### config.mk
export PLATFORM = sky130hd
export DESIGN_NAME = seven_segment_reader_flat
export DESIGN_NICKNAME = d
export VERILOG_FILES = /design/src/rtl/seven_segment_reader_if.sv /design/src/rtl/seven_segment_reader.sv /design/src/flat_wrapper.sv
export SDC_FILE = /design/constraint.sdc
export NUM_CORES = 1
export LEC_CHECK = 0
export BUFFER_PORTS_ARGS = -buffer_cell sky130_fd_sc_hd__buf_2
export CAP_MARGIN = 40
export CORE_AREA = 2 2 70 72
export CTS_CLUSTER_SIZE = 10
export DETAILED_ROUTE_END_ITERATION = 10
export DIE_AREA = 0 0 72 74
export PLACE_DENSITY = 0.8
export SLEW_MARGIN = 40
export SYNTH_ARGS = -nofsm -noshare
export SYNTH_HDL_FRONTEND = slang
export SYNTH_SLANG_ARGS = --single-unit
### constraint.sdc
create_clock -name clk -period 5.6 [get_ports clk]
set_clock_uncertainty 0.2 [all_clocks]
set_input_delay 0.84 -clock clk [delete_from_list [all_inputs] [get_ports clk]]
set_output_delay 0.84 -clock clk [all_outputs]
set_load 0.05 [all_outputs]
### src/rtl/seven_segment_reader_if.sv
// rtl/seven_segment_reader_if.sv - display-side and capture-side signals of the seven-segment reader (optional SEG_READER_ERRCNT_EN adds err_count)
interface seven_segment_reader_if;
  logic [0:6]  seg_n;
  logic [3:0]  an_n;
  logic        err_clr;
  logic [15:0] digits;
  logic [3:0]  dvalid;
  logic        frame_done;
  logic        err;
`ifdef SEG_READER_ERRCNT_EN
  logic [7:0]  err_count;

  modport master (
    output seg_n, an_n, err_clr,
    input  digits, dvalid, frame_done, err, err_count
  );

  modport slave (
    input  seg_n, an_n, err_clr,
    output digits, dvalid, frame_done, err, err_count
  );
`else
  modport master (
    output seg_n, an_n, err_clr,
    input  digits, dvalid, frame_done, err
  );

  modport slave (
    input  seg_n, an_n, err_clr,
    output digits, dvalid, frame_done, err
  );
`endif
endinterface

### src/rtl/seven_segment_reader.sv
// rtl/seven_segment_reader.sv - samples a multiplexed 4-digit seven-segment display and captures stable digit codes (optional SEG_READER_ERRCNT_EN)
module seven_segment_reader #(
  parameter int unsigned STABLE_CYCLES = 4
) (
  input logic                  clk,
  input logic                  rst_n,
  seven_segment_reader_if.slave bus
);

  localparam logic [7:0] STABLE_C = 8'(STABLE_CYCLES);

  logic [0:6]  seg_q, prev_seg_q;
  logic [3:0]  an_q, prev_an_q;
  logic [7:0]  cnt_q, cnt_d;
  logic        held_q;
  logic [15:0] digits_q, digits_d;
  logic [3:0]  dvalid_q, dvalid_d;
  logic [3:0]  seen_q, seen_d;
  logic        frame_q, frame_d;
  logic        err_q, err_d;

  logic        sample_valid;
  logic        capture;
  logic [1:0]  cap_idx;
  logic [3:0]  cap_code;
  logic        cap_bad;
  logic [3:0]  seen_or;

  // Pattern to digit code; 4'hE with bad=1 for anything not in the table
  function automatic logic [4:0] decode(input logic [0:6] pat);
    case (pat)
      7'b0000001: decode = {1'b0, 4'h0};
      7'b1001111: decode = {1'b0, 4'h1};
      7'b0010010: decode = {1'b0, 4'h2};
      7'b0000110: decode = {1'b0, 4'h3};
      7'b1001100: decode = {1'b0, 4'h4};
      7'b0100100: decode = {1'b0, 4'h5};
      7'b0100000: decode = {1'b0, 4'h6};
      7'b0001111: decode = {1'b0, 4'h7};
      7'b0000000: decode = {1'b0, 4'h8};
      7'b0001100: decode = {1'b0, 4'h9};
      7'b1111111: decode = {1'b0, 4'hF};
      default:    decode = {1'b1, 4'hE};
    endcase
  endfunction

  // Input stage plus a one-deep history used for the equality test
  always_ff @(posedge clk or negedge rst_n) begin
    if (!rst_n) begin
      seg_q      <= 7'b1111111;
      an_q       <= 4'b1111;
      prev_seg_q <= 7'b1111111;
      prev_an_q  <= 4'b1111;
    end else begin
      seg_q      <= bus.seg_n;
      an_q       <= bus.an_n;
      prev_seg_q <= seg_q;
      prev_an_q  <= an_q;
    end
  end

  assign sample_valid = $onehot(~an_q);

  // Run-length of identical valid samples, saturating at STABLE_CYCLES
  always_comb begin
    cnt_d = 8'd0;
    if (sample_valid) begin
      if (seg_q == prev_seg_q && an_q == prev_an_q)
        cnt_d = (cnt_q == STABLE_C) ? cnt_q : cnt_q + 8'd1;
      else
        cnt_d = 8'd1;
    end
  end

  // held_q marks that the current dwell has already been captured
  always_ff @(posedge clk or negedge rst_n) begin
    if (!rst_n) begin
      cnt_q  <= 8'd0;
      held_q <= 1'b0;
    end else begin
      cnt_q  <= cnt_d;
      held_q <= (cnt_q == STABLE_C);
    end
  end

  // The sample that completed the run sits in the prev_* registers
  assign capture = (cnt_q == STABLE_C) && !held_q;
  assign {cap_bad, cap_code} = decode(prev_seg_q);

  // Selected digit index from the single low anode bit
  always_comb begin
    cap_idx = 2'd0;
    for (int i = 0; i < 4; i++)
      if (!prev_an_q[i]) cap_idx = 2'(i);
  end

  assign seen_or = seen_q | (capture ? (4'b0001 << cap_idx) : 4'b0000);

  // Capture results, frame tracking and sticky error
  always_comb begin
    digits_d = digits_q;
    dvalid_d = dvalid_q;
    seen_d   = seen_or;
    frame_d  = 1'b0;
    err_d    = err_q;
    if (capture) begin
      digits_d[{cap_idx, 2'b00} +: 4] = cap_code;
      dvalid_d[cap_idx]               = 1'b1;
    end
    if (seen_or == 4'hF) begin
      frame_d = 1'b1;
      seen_d  = 4'h0;
    end
    if (capture && cap_bad)
      err_d = 1'b1;
    else if (bus.err_clr)
      err_d = 1'b0;
  end

  // Output registers
  always_ff @(posedge clk or negedge rst_n) begin
    if (!rst_n) begin
      digits_q <= 16'hFFFF;
      dvalid_q <= 4'h0;
      seen_q   <= 4'h0;
      frame_q  <= 1'b0;
      err_q    <= 1'b0;
    end else begin
      digits_q <= digits_d;
      dvalid_q <= dvalid_d;
      seen_q   <= seen_d;
      frame_q  <= frame_d;
      err_q    <= err_d;
    end
  end

  assign bus.digits     = digits_q;
  assign bus.dvalid     = dvalid_q;
  assign bus.frame_done = frame_q;
  assign bus.err        = err_q;

`ifdef SEG_READER_ERRCNT_EN
  logic [7:0] err_cnt_q, err_cnt_d;

  // Error counter: increment beats clear, saturates at 255
  always_comb begin
    err_cnt_d = err_cnt_q;
    if (capture && cap_bad)
      err_cnt_d = (err_cnt_q == 8'hFF) ? err_cnt_q : err_cnt_q + 8'd1;
    else if (bus.err_clr)
      err_cnt_d = 8'd0;
  end

  // Error counter register
  always_ff @(posedge clk or negedge rst_n) begin
    if (!rst_n) err_cnt_q <= 8'd0;
    else        err_cnt_q <= err_cnt_d;
  end

  assign bus.err_count = err_cnt_q;
`endif

endmodule
### src/flat_wrapper.sv
// flat-port wrapper written by rule: the top's interface ports become plain ports
module seven_segment_reader_flat 
#(
  parameter int unsigned STABLE_CYCLES = 4
)
  (clk, rst_n, bus_seg_n, bus_an_n, bus_err_clr, bus_digits, bus_dvalid, bus_frame_done, bus_err);
  seven_segment_reader_if bus_i ();
  input logic clk;
  input logic rst_n;
  input wire logic [$bits(bus_i.seg_n)-1:0] bus_seg_n;
  input wire logic [$bits(bus_i.an_n)-1:0] bus_an_n;
  input wire logic [$bits(bus_i.err_clr)-1:0] bus_err_clr;
  output wire logic [$bits(bus_i.digits)-1:0] bus_digits;
  output wire logic [$bits(bus_i.dvalid)-1:0] bus_dvalid;
  output wire logic [$bits(bus_i.frame_done)-1:0] bus_frame_done;
  output wire logic [$bits(bus_i.err)-1:0] bus_err;
  assign bus_i.seg_n = bus_seg_n;
  assign bus_i.an_n = bus_an_n;
  assign bus_i.err_clr = bus_err_clr;
  assign bus_digits = bus_i.digits;
  assign bus_dvalid = bus_i.dvalid;
  assign bus_frame_done = bus_i.frame_done;
  assign bus_err = bus_i.err;
  seven_segment_reader #(.STABLE_CYCLES(STABLE_CYCLES)) u_core (.clk(clk), .rst_n(rst_n), .bus(bus_i));
endmodule
* Word level (Yosys, flattened, before mapping)
Index checks and enable logic that the tools add are counted.
W data, S select, Z words.
** Operators by class
- Equal/unequal tests :: 16
- Shifts and indexed selects :: 3
- $lt $le $gt $ge :: 2
- Bitwise operators :: 3
- $add $sub $neg :: 5
- Mux-type cells :: 15
- Reductions and logical operators :: 7
** Operators by type and width (count)
- $pmux W5 S11 :: 1
- $mux W8 :: 3
- $eq A7 B7 Y1 const B :: 3
- $bwmux W16 :: 1
- $shift A4 B6 Y16 const A :: 1
- $shiftx A4 B6 Y16 :: 1
- $eq A7 B4 Y1 const B :: 2
- $eq A7 B6 Y1 const B :: 2
- $add A8 B1 Y8 const B :: 1
- $eq A8 B3 Y1 const B :: 1
- $mux W4 :: 2
- $or A4 B4 Y4 :: 2
- $eq A7 B1 Y1 const B :: 1
- $eq A7 B3 Y1 const B :: 1
- $eq A7 B5 Y1 const B :: 1
- $eq A7 B7 Y1 :: 1
- $logic_not A7 Y1 :: 1
- $neg A4 Y6 :: 1
- $mux W1 :: 5
- $add A1 B1 Y2 :: 2
- $eq A4 B4 Y1 :: 1
- $eq A4 B4 Y1 const B :: 1
- $logic_and A1 B1 Y1 :: 4
- $mux W2 :: 2
- other kinds (10) :: 10
** Word-level totals
- Logic and storage cells :: 62
- Register bits :: 57

* Depth between registers and ports, before layout
Gate-level depths: netlist of the first run.
- Depth in word-level cells :: 8
- Gate-level depth with buffers :: 8

* Least setup slack after synthesis of the first run
Ideal clock, no wire load.
- Path type :: reg-to-reg
- Start point :: register u_core.cnt_q[3]
- End point :: register u_core.seen_q[0]
- Slack :: 3.213 ns
- Path buffers :: 1
- Stages on the path, launching flop included :: 8
- Setup time :: 0.119 ns
- Arrival time :: 2.069 ns
- Clock period less this slack :: 2.387 ns
- Cells stage by stage :: dfrtp_1 -> or4b_1 -> or4b_4 -> inv_2 -> buf_6 -> nand2_4 -> a22o_1 -> o21a_1
** Between the ends
- Longest elaborated chain between the ends :: 6
** Ends and longest elaborated chain
- start, declared :: line seven_segment_reader.sv:14 : logic [7:0] cnt_q, cnt_d;
- start signal, assigned :: line seven_segment_reader.sv:81 : cnt_q <= cnt_d;
- $eq A8 B3 Y1 * :: line seven_segment_reader.sv:87 : assign capture = (cnt_q == STABLE_C) && !held_q;
- $logic_and A1 B1 Y1 * :: line seven_segment_reader.sv:87
- $mux W4 * :: line seven_segment_reader.sv:97 : assign seen_or = seen_q | (capture ? (4'b0001 << cap_idx) : 4'b0000);
- $or A4 B4 Y4 * :: line seven_segment_reader.sv:97
- $eq A4 B4 Y1 :: line seven_segment_reader.sv:110 : if (seen_or == 4'hF) begin
- $mux W4 * :: line seven_segment_reader.sv:110
- named net u_core.seen_d[0] :: line seven_segment_reader.sv:18 : logic [3:0] seen_q, seen_d;
- end signal, assigned :: line seven_segment_reader.sv:131 : seen_q <= seen_d;
- end, declared :: line seven_segment_reader.sv:18
Mark *: on every way through the listed nets, which the timed path passes. The rest lies on a longest branch.
A chain may end at the register's enable or synchronous reset.

* Final worst setup path of the first run
Same ends and word-level chain as after synthesis.

==> impl_results.md, run 1 <==
* Cts repair resizes at 0
* Root Buffer: clkbuf_8
* First DRT Iteration DRCs at 116
* Synth top area share at 38.2%
* Top achievable clock speed at 361 MHz
* DRC at 0
* Tcrit/Tclk final at 49.5%
* Startpoint type of the worst setup path: flop
* Final Power at 0.917 mW
* Post-synth EDFFs at 0
* # diodes at 0
* Fin. max-slew vios at 0
* Status: complete, no violations
* Area leader, netlist: dfstp_2
* Vias in the first global route at 1740
* Synthesized area per cell at 11.3 um2
* # setup viols final at 0
* Worst Setup End Kind: flop
* DR WL/cell at 13.7 um
* Latest clock arrival within the worst-skew pair at 330 ps
* Placed Cells at 315
* Async S/R FF share, synth at 100%
* Synthesized instance count at 232
* Top cells by count, synth: dfstp_2, nand2_1, dfrtp_1
* WHS at 172 ps
* Cell area after synthesis at 0.00262 mm2
* Initial Util at 56.9%
* First-pass GRT wire length at 7.78 mm
* Leakage at 1.37 nW
* Post-DP HPWL at 3.19 mm
* Layout cells sized above 1 at 34.3%
* Std-Cell Rows at 25
* Register-to-Register Path Depth at 6
* # fillers at 357
* Total negative slack at 0 ps
* VDD IR max at 0.193 mV
* Final GP Congestion at 0.958
* Yosys reg bits at 57
* Largest net degree at the start of global routing at 58
* Non-filler cells, final at 331
* Layout area overhead at 16.8%
* Synthesized net count at 257
* RSZ-0062 raised after global routing: false
* Avg Vias per Cell at 5.50
* MaxCap Viol Count at 0
* Reg2Reg Capture Point: u_core.seen_q[0]
* Initial antenna violation count at 0
* Final Hold Fails at 0
* TritonCTS buffer count at 9
* DIE AREA at 0.00533 mm2
* Actual transition at the worst max-transition pin at 656 ps
* Dominant cell by count in the synthesized netlist: dfstp_2
* Hold crit path type: flop to flop
* Total Routed Length at 4.54 mm
* Kind of critical path: flop to flop
* Die Span X at 72 um
* Reg-to-reg slack, setup at 2830 ps
* Power per cell area at 300 mW/mm2
* Seq/Total Area, Yosys at 56.4%
* I/O Buffers at 35
* Bufs on Longest Clock Path at 2
* WP data required at 5620 ps
* Hold path startpoint: u_core.seg_q[5]
* Arrival @ worst endpoint at 2790 ps
* Hold path endpoint: u_core.prev_seg_q[5]
* Clk sinks at 57
* Yosys warning count at 0
* Num ports at 36
* H-tree lvl count at 3
* Hold_buf cts at 0
* Worst Hold Depth at 0
* Overall routing resource usage at 19.7%
* Clock transition at path regs at 60 ps
* Crit path max fanout at 11
* Pre-antenna DRT Iters at 4
* ANT nets after route at 0
* Global route overflow at 0
* Post-CTS Setup Inserts at 0
* Core ar. at 0.00460 mm2
* Via count at 1819
* Library cells used by synthesis at 46
* NumNets Final at 297
* Primary FF master, synth: dfstp_2
* Post-route minimum period at 2770 ps
* Synth area leaders: dfstp_2, dfrtp_1, xnor2_1
* Reg2reg start: u_core.cnt_q[3]
* CTS tree: done
* Die H at 74 um
* Relative slew slack at 56.2%
[cell usage in the layout (no fill, tap or decap), drive strengths merged, types with 3 or more instances in the layout]
master and count:
dfstp 38, buf 36, nand2 24, dfrtp 19, inv 16, nor2 15
xnor2 15, clkbuf 13, o21ai 11, ha 10, a22o 9, nand3 9
a21oi 7, nand4 5, nor3 4, xor2 4, nor2b 3, a21o 3
nand2b 3
[power by group]
group | switching [mW] | total [mW] | internal [mW] | leakage (nW)
logic | 0.0276 | 0.0503 | 0.0227 | 0.599
registers | 0.0124 | 0.442 | 0.429 | 0.661
clock network | 0.151 | 0.425 | 0.274 | 0.114
total | 0.191 | 0.917 | 0.726 | 1.37
[worst max-delay path by stage]
stage	from	to	slack [ps]	depth (start not counted)
5_1_grt	u_core.cnt_q[3]	u_core.seen_q[0]	2700	6
3_3_place_gp	u_core.cnt_q[3]	u_core.seen_q[0]	2930	6
3_5_place_dp	u_core.cnt_q[3]	u_core.seen_q[0]	2860	6
6_report	u_core.cnt_q[3]	u_core.seen_q[0]	2830	6
4_1_cts	u_core.cnt_q[3]	u_core.seen_q[0]	2820	6
2_1_floorplan	u_core.cnt_q[3]	u_core.seen_q[0]	3210	7
[layer usage]
metal	global-route usage [%]	part of all wire, %	up-vias
met5	0	0	-
met4	12.6	1.3	0
met3	5.42	5.0	6
met2	29.8	48	53
met1	25.1	46	871
li1	-	-	889
[critical path, stage by stage (launching register included)]
cell,delay [ps]
dfrtp_1,430
or4b_1,560
or4b_4,540
inv_2,220
nand2_1,230
a22o_1,300
o21a_1,180
[stage by stage]
| step | utilization, % | setup slack, ps | cell area (um2) |
|---|---|---|---|
| 3_5_place_dp | 61.6 | 2860 | 2830 |
| 3_3_place_gp | 61.6 | 2930 | 2830 |
| 6_report | 66.4 | 2830 | 3060 |
| 5_1_grt | 66.4 | 2700 | 3060 |
| 2_1_floorplan | - | 3210 | 2620 |
| 4_1_cts | 66.4 | 2820 | 3060 |
[kinds of logic (layout without fill, tap and decap cells)]
family,after synthesis,in the layout,share of synthesized area (%)
compound gates,43,43,11.4
xor+xnor,19,19,6.36
fa+ha+maj,11,11,5.55
buf+inv,23,68,3.59
flops,57,57,56.4
simple gates,79,79,16.7
[flip-flops by register name (all words and copies together) (netlist names)]
name / cells
u_core.held_q: 1
u_core.cnt_q: 8
u_core.bus.frame_done: 1
u_core.bus.dvalid: 4
u_core.prev_seg_q: 7
u_core.an_q: 4
u_core.seen_q: 4
u_core.bus.digits: 16
u_core.prev_an_q: 4
u_core.seg_q: 7
u_core.bus.err: 1
[area by class of cell]
class / count / area [um2] / area share [%]
flip-flops and latches: 57 / 1470 / 48.2
repair buffers: 36 / 183 / 5.98
clock buffers: 13 / 159 / 5.20
clock inverters: 3 / 65.1 / 2.13
inverters: 16 / 60.1 / 1.97
multi-input cells: 152 / 1050 / 34.3
well taps: 54 / 67.6 / 2.21
No activity file was read; power rests on OpenSTA's default activity.
==> inputs of run 2 (changes only) <==
--- a/config.mk
+++ b/config.mk
@@ -7,11 +7,11 @@
 export LEC_CHECK = 0
 export BUFFER_PORTS_ARGS = -buffer_cell sky130_fd_sc_hd__buf_2
 export CAP_MARGIN = 40
-export CORE_AREA = 2 2 70 72
+export CORE_AREA = 2 2 75 77
 export CTS_CLUSTER_SIZE = 10
 export DETAILED_ROUTE_END_ITERATION = 10
-export DIE_AREA = 0 0 72 74
-export PLACE_DENSITY = 0.8
+export DIE_AREA = 0 0 77 79
+export PLACE_DENSITY = 0.73
 export SLEW_MARGIN = 40
 export SYNTH_ARGS = -nofsm -noshare
 export SYNTH_HDL_FRONTEND = slang
==> constraint.sdc (replaced) <==
create_clock -name clk -period 2.52 [get_ports clk]
set_clock_uncertainty 0.2 [all_clocks]
set_input_delay 0.378 -clock clk [delete_from_list [all_inputs] [get_ports clk]]
set_output_delay 0.378 -clock clk [all_outputs]
set_load 0.05 [all_outputs]
==> run 2 against run 1 <==
- sequential share of layout area is 3.1 points lower
- sequential cell count is the same
- final cell count increased by 10%
- total power up 120%
- non-clock buffer count grew 16
- clock-buffer cell count increased by 2
- critical path depth unchanged
- maximum frequency increased by 16%
- via count grew 4.6%
- clock power is 120% higher
- routed wire length rose by 11%
- setup slack worse by 2700 ps
==> impl_results.md, run 2 (same netlist as run 1, synthesis figures left out) <==
* DR WL/cell at 13.8 um
* Initial Util at 49.0%
* Avg Vias per Cell at 5.21
* Register-to-Register Path Depth at 6
* Layout cells sized above 1 at 34.8%
* Power per cell area at 631 mW/mm2
* Post-CTS Setup Inserts at 0
* # diodes at 0
* Final GP Congestion at 0.822
* Final Hold Fails at 0
* Total negative slack at 0 ps
* Layout area overhead at 24.9%
* Actual transition at the worst max-transition pin at 555 ps
* Hold crit path type: primary input to flop
* MaxCap Viol Count at 0
* Global route overflow at 0
* First-pass GRT wire length at 8.49 mm
* Clk sinks at 57
* Root Buffer: clkbuf_8
* CTS tree: done
* DIE AREA at 0.00608 mm2
* I/O Buffers at 35
* Most common cell after layout, fill and taps aside: dfstp_2
* Pre-antenna DRT Iters at 4
* Clock transition at path regs at 60 ps
* Bufs on Longest Clock Path at 2
* Kind of critical path: flop to flop
* Status: complete, no violations
* First DRT Iteration DRCs at 101
* H-tree lvl count at 3
* WP data required at 2590 ps
* Vias in the first global route at 1873
* Total Routed Length at 5.03 mm
* Arrival @ worst endpoint at 2470 ps
* Post-route minimum period at 2400 ps
* Final core utilization at 61.2%
* Post-DP HPWL at 3.53 mm
* Tcrit/Tclk final at 95.2%
* ANT nets after route at 0
* Post-DP Area at 0.00290 mm2
* Worst Hold Depth at 2
* Relative slew slack at 63.0%
* Core ar. at 0.00534 mm2
* TritonCTS buffer count at 9
* Fin area at 0.00327 mm2
* Crit path max fanout at 4
* Latest clock arrival within the worst-skew pair at 340 ps
* Reg-to-reg slack, setup at 120 ps
* Largest net degree at the start of global routing at 36
* Fin. max-slew vios at 0
* Number of flip-flops under the largest register name at 16
* Top achievable clock speed at 417 MHz
* Die H at 79 um
* DRC at 0
* Startpoint type of the worst setup path: flop
* NumNets Final at 313
* Initial antenna violation count at 0
* Worst Setup End Kind: flop
* VDD IR max at 0.385 mV
* Via count at 1903
* Num ports at 36
* Std-Cell Rows at 27
* Most frequent cells in the layout: dfstp_2, buf_2, nand2_1
* Overall routing resource usage at 18.4%
* # setup viols final at 0
* Leakage at 1.45 nW
* Die Span X at 77 um
==> run 2: final timing paths <==
| kind | from | endpoint |
|---|---|---|
| max | u_core.cnt_q[5] | u_core.bus.digits[5] |
| min | bus_err_clr | u_core.bus.err |
| max reg2reg | u_core.cnt_q[5] | u_core.bus.digits[5] |
| min reg2reg | u_core.seg_q[2] | u_core.prev_seg_q[2] |
| max in group asynchronous | rst_n | u_core.bus.digits[6] |
| min in group asynchronous | rst_n | u_core.cnt_q[1] |
==> run 2: layout make-up <==
cell class	count	area [um2]
Timing Repair Buffer	52	345
Fill cell	460	2070
Multi-Input combinational cell	152	1070
Inverter	16	60.1
Clock inverter	1	30.0
Sequential cell	57	1470
Tap cell	72	90.1
Clock buffer	15	198
==> run 2: per-stage QoR <==
step | hold WS [ps] | power (mW) | std cells | setup WS, ps
2_1_floorplan | -118 | 1.06 | 232 | 133
3_3_place_gp | 163 | 1.11 | 337 | 107
3_5_place_dp | 167 | 1.11 | 337 | 29.6
4_1_cts | 28.0 | 2.09 | 365 | 15.6
5_1_grt | 34.7 | 2.15 | 365 | -0.461
6_report | 40.8 | 2.06 | 365 | 121
==> run 2: power by group <==
group | leakage, nW | total [mW] | internal [mW] | switching, mW
clock network | 0.115 | 0.943 | 0.599 | 0.344
logic | 0.673 | 0.133 | 0.0652 | 0.0681
registers | 0.661 | 0.983 | 0.954 | 0.0295
==> run 2: critical path: stages, from the launching register on <==
cell	delay, ps
dfrtp_1	400
or4b_1	510
or4b_4	500
buf_4	180
nor2_2	130
nand4b_1	220
o21ai_1	200
==> run 2: repair_timing <==
item	4_1_cts	5_1_grt
hold endpoints to repair	30	0
hold buffers	12	0
setup endpoints to repair	0	16
resized for setup	0	9
==> run 2: metal layers <==
layer  track usage [%]  part of all wire [%]
met5                 0                     0
met4              9.82                   1.9
met3              5.80                   4.9
met2              30.8                    50
met1              21.3                    43
